$ cat src/rtl/tlb_lookup_arbiter.sv
// Arbitrates the shared TLB lookup port between I-side and D-side MMUs and serialises CP0 maintenance.
// Latency: request cycle 0, tlb_req from cycle 1, x_rdy one cycle after tlb_ack (minimum 2); requesters hold x_en until x_rdy.
module tlb_lookup_arbiter #(
    parameter int AW = 32
) (
    input  logic          clk,
    input  logic          rst,
    input  logic          flush,
    input  logic          i_en,
    input  logic [AW-1:0] i_vaddr,
    output logic          i_rdy,
    input  logic          d_en,
    input  logic [AW-1:0] d_vaddr,
    input  logic          d_refs,
    output logic          d_rdy,
    output logic [AW-1:0] r_paddr,
    output logic          r_cat,
    output logic          r_tlbr,
    output logic          r_tlbi,
    output logic          r_tlbm,
    output logic          tlb_req,
    output logic [AW-1:0] tlb_vaddr,
    output logic          tlb_refs,
    input  logic          tlb_ack,
    input  logic [AW-1:0] tlb_paddr,
    input  logic          tlb_cat,
    input  logic          tlb_tlbr,
    input  logic          tlb_tlbi,
    input  logic          tlb_tlbm,
    input  logic          m_req,
    output logic          m_gnt
);

    typedef enum logic [1:0] {IDLE, WAIT_I, WAIT_D, RESP} state_t;

    state_t state, state_nxt;
    logic   last_d;
    logic   abort;
    logic   in_wait;
    logic   grant_i;
    logic   grant_d;
    logic   drop_result;

    // Maintenance outranks lookups; on a double request the side not served last wins.
    always_comb begin
        in_wait     = (state == WAIT_I) || (state == WAIT_D);
        grant_d     = (state == IDLE) && !m_req && !flush && d_en && (!i_en || !last_d);
        grant_i     = (state == IDLE) && !m_req && !flush && i_en && (!d_en || last_d);
        drop_result = abort || flush;
    end

    always_ff @(posedge clk) begin
        if (rst) begin
            state <= IDLE;
        end else begin
            state <= state_nxt;
        end
    end

    always_comb begin
        state_nxt = state;
        case (state)
            IDLE: begin
                if (grant_d) begin
                    state_nxt = WAIT_D;
                end else if (grant_i) begin
                    state_nxt = WAIT_I;
                end
            end
            WAIT_I, WAIT_D: begin
                if (tlb_ack) begin
                    state_nxt = drop_result ? IDLE : RESP;
                end
            end
            default: state_nxt = IDLE;
        endcase
    end

    always_comb begin
        tlb_req = in_wait;
        m_gnt   = (state == IDLE) && m_req;
        i_rdy   = (state == RESP) && !last_d && i_en && !flush && !abort;
        d_rdy   = (state == RESP) && last_d && d_en && !flush && !abort;
    end

    // A flushed lookup still completes its TLB handshake; abort only suppresses the response.
    always_ff @(posedge clk) begin
        if (rst) begin
            last_d    <= 1'b0;
            abort     <= 1'b0;
            tlb_vaddr <= '0;
            tlb_refs  <= 1'b0;
            r_paddr   <= '0;
            r_cat     <= 1'b0;
            r_tlbr    <= 1'b0;
            r_tlbi    <= 1'b0;
            r_tlbm    <= 1'b0;
        end else begin
            if (grant_d || grant_i) begin
                tlb_vaddr <= grant_d ? d_vaddr : i_vaddr;
                tlb_refs  <= grant_d && d_refs;
                last_d    <= grant_d;
            end
            if (state_nxt == IDLE) begin
                abort <= 1'b0;
            end else if (in_wait && flush) begin
                abort <= 1'b1;
            end
            if (in_wait && tlb_ack && !drop_result) begin
                r_paddr <= tlb_paddr;
                r_cat   <= tlb_cat;
                r_tlbr  <= tlb_tlbr;
                r_tlbi  <= tlb_tlbi;
                r_tlbm  <= tlb_tlbm;
            end
        end
    end

endmodule

$ cat config.mk
export PLATFORM = sky130hd
export DESIGN_NAME = tlb_lookup_arbiter
export DESIGN_NICKNAME = d
export VERILOG_FILES = /design/src/rtl/tlb_lookup_arbiter.sv
export SDC_FILE = /design/constraint.sdc
export NUM_CORES = 1
export LEC_CHECK = 0
export CORE_ASPECT_RATIO = 0.8
export CORE_UTILIZATION = 29
export CTS_CLUSTER_DIAMETER = 50
export DETAILED_ROUTE_END_ITERATION = 12
export GPL_ROUTABILITY_DRIVEN = 0
export GPL_TIMING_DRIVEN = 1
export PLACE_DENSITY_LB_ADDON = 0.08
export SYNTH_ARGS = -nofsm -noshare
export SYNTH_HDL_FRONTEND = slang
export SYNTH_SLANG_ARGS = --single-unit
$ cat constraint.sdc
create_clock -name clk -period 2.1 [get_ports clk]
set_input_delay 0.21 -clock clk [delete_from_list [all_inputs] [get_ports clk]]
set_output_delay 0.21 -clock clk [all_outputs]
set_load 0.02 [all_outputs]
==> summary.txt <==
outcome = finished, final reports clean
register-to-register setup slack = 0.21 ns
Routed met1 length = 3853 um
Worst Hold End = state[0]$_SDFF_PP0_
via/cell ratio = 4.591
TritonCTS clock tree = yes
Worst R2R Start = state[0]$_SDFF_PP0_
row cnt = 32
design area = 0.005235 mm^2
WHS Path Cells = 4
Hold Startpoint = rst
DRC viols = 0
Seq/Total Area, Yosys = 48.67%
ranking of synthesized cells by area = dfxtp_1, mux2i_1, nand2_1, a211oi_1, a21oi_1
Fin Setup TNS = 0 ns
wirelength, routed = 8987 um
metal3 WL = 765 um
maximum clock path buffer count = 2
Slew Limit Fails = 0
period utilization = 94.60%
largest net degree at the start of global routing = 51
CTS Root Cell = clkbuf_16
post-DP HPWL = 6203 um
asr flop ratio synth = 0%
first-pass GRT wire length = 14,160 um
antenna violations before repair = 0
CP Capture Type = output port
post-synth cell types = 27
number of flops mapped to enable cells by yosys = 0
initial core utilization = 30.49%
die area = 0.01077 mm^2
CTS Buf Count = 9
Power Density = 779.9 mW/mm^2
core area = 0.009849 mm^2
Die X = 115.8 um
relative max-transition margin = 66.10%
WL met2 = 4273 um
Reg2Reg Capture Point = tlb_vaddr[26]$_SDFFE_PP0P_
crit-path cells = inv_1, ha_1, and2_1, clkdlybuf4s50_1
Starting DRT DRC Count = 133
startpoint types = register
CTS Sinks = 73
top post-synthesis cells by count = nand2_1, dfxtp_1, a21oi_1
Synth Net Count = 453
area share of the largest cell type after synthesis = 48.67%
Peak VDD IR = 447.0 uV
n_diodes = 0
Cells after Synth = 342
vias in the first global route = 2,823
WS Path Type = reg -> out
most common cell in the netlist = nand2_1
io pins = 181
RSZ-0062 raised after global routing = no
I/O Buffers = 180
Leakage = 1.833 nW
CP arrival = 1.78 ns
fin nets = 626
chip height = 93.02 um
CP max FO = 5
Worst-Margin Slew = 0.5085 ns
Routed Antenna Nets = 0
Total GRT Usage = 17.03%
area delta synth->final = 74.33%
Post-Syn Area = 0.003003 mm^2
Top Metal Used = met4
fmax = 0.5034 GHz
slowest cell delay on critical path = 0.53 ns
Worst path slowest cell = clkdlybuf4s50_1
Mean Syn Cell Area = 8.780 um^2
Min-Delay Path Class = in -> reg
Synth area leader = dfxtp_1
Clock transition at path regs = 0.06 ns
Syn. warnings = 0
total iterations of the first detailed-routing run = 4
proportion of layout cells with a drive suffix above 1 = 5.577%
clock skew after layout = 0.003953 ns
MaxCap Viol Count = 0
r2r worst-path depth = 7
Final min period = 1.987 ns
H-tree levels = 3
Via Count = 3,012
Seq cells post-synth = 73
GRT overflow = 0
Req. time, crit path = 1.89 ns
Final Hold Vio Count = 0
Setup violations, final = 0
Area after DPL = 0.004912 mm^2
Synth Flop Type = dfxtp_1
routed length per instance = 13.70 um
clock latency on the worst-skew pair = 0.33 ns
## worst max-delay path by stage
stage | from | end | slack, ns | cells after the start
4_1_cts | state[0]$_SDFF_PP0_ | d_rdy | 0.06 | 4
3_5_place_dp | flush | tlb_vaddr[20]$_SDFFE_PP0P_ | 0.09 | 6
5_1_grt | state[0]$_SDFF_PP0_ | m_gnt | 0.01 | 4
2_1_floorplan | state[0]$_SDFF_PP0_ | state[0]$_SDFF_PP0_ | 0.42 | 8
3_3_place_gp | flush | i_rdy | 0.11 | 3
6_report | state[0]$_SDFF_PP0_ | m_gnt | 0.11 | 4
## where the power goes
| part | switching, mW | leakage, nW | internal (mW) |
|---|---|---|---|
| logic | 0.412 | 1.09 | 0.483 |
| clock network | 0.601 | 0.152 | 1.04 |
| registers | 0.0564 | 0.593 | 1.49 |
| total | 1.07 | 1.83 | 3.01 |
## layer usage
metal  track usage, %  up-vias
met5                0        -
met2            28.32      113
met3            6.610        7
met1            20.26     1375
li1                 -     1517
met4            4.808        0
## per-stage QoR
stage / instances / hold slack [ns] / util (%) / setup WS (ns) / total power, mW
2_1_floorplan: 342 / 0.3460 / - / 0.4169 / 1.996
3_3_place_gp: 640 / 0.4407 / 49.87 / 0.1146 / 2.466
3_5_place_dp: 640 / 0.4461 / 49.87 / 0.08748 / 2.476
4_1_cts: 656 / 0.3147 / 53.10 / 0.06179 / 4.135
5_1_grt: 656 / 0.3650 / 53.15 / 0.01083 / 4.277
6_report: 656 / 0.3335 / 53.15 / 0.1135 / 4.083
## sequential cells by signal, summed over array words and instances (netlist names)
register / count
r_cat: 1
r_tlbm: 1
r_paddr: 32
abort: 1
r_tlbr: 1
state: 2
tlb_refs: 1
last_d: 1
r_tlbi: 1
tlb_vaddr: 32
## cell usage in the layout (no fill, tap or decap), types with 2 or more instances in the layout
| cell | n |
|---|---|
| a211oi_1 | 32 |
| a21oi_1 | 42 |
| and2_1 | 2 |
| buf_12 | 3 |
| buf_4 | 5 |
| bufinv_16 | 2 |
| clkbuf_16 | 9 |
| clkdlybuf4s50_1 | 176 |
| clkinv_2 | 2 |
| clkinvlp_4 | 2 |
| dfxtp_1 | 73 |
| dlymetal6s2s_1 | 2 |
| ha_1 | 3 |
| inv_1 | 3 |
| mux2i_1 | 32 |
| nand2_1 | 78 |
| nand2b_1 | 2 |
| nand3_1 | 3 |
| nor2_1 | 33 |
| o21ai_0 | 2 |
## what timing repair did
action | in CTS | in global routing
setup buffers | 0 | 0
endpoints found under the hold margin | 0 | 0
endpoints found under the setup margin | 1 | 2
hold buffers | 0 | 0
gates resized for setup | 1 | 2
## layout make-up
class,count,area [um^2]
timing repair buffer,188,1898
fill,934,4614
inverter,3,11.26
sequential,73,1461
multi-input combinational,240,1375
clock inverter,7,93.84
clock buffer,9,225.2
tap,136,170.2
## critical path: cells and delay by family, from the launching register on
family / cells / cell delay, ns
adders and majority gates: 1 / 0.25
buffers and inverters: 2 / 0.61
DFF: 1 / 0.40
and+or+nand+nor: 1 / 0.18
## logic make-up after synthesis
logic type / count (synthesis) / share of synthesized area [%]
simple gates: 125 / 17.29
fa+ha+maj: 3 / 1.250
mux: 32 / 10.67
buf+inv: 29 / 5.750
compound gates: 80 / 16.38
flops: 73 / 48.67
Power figures use the tool's default switching activity.
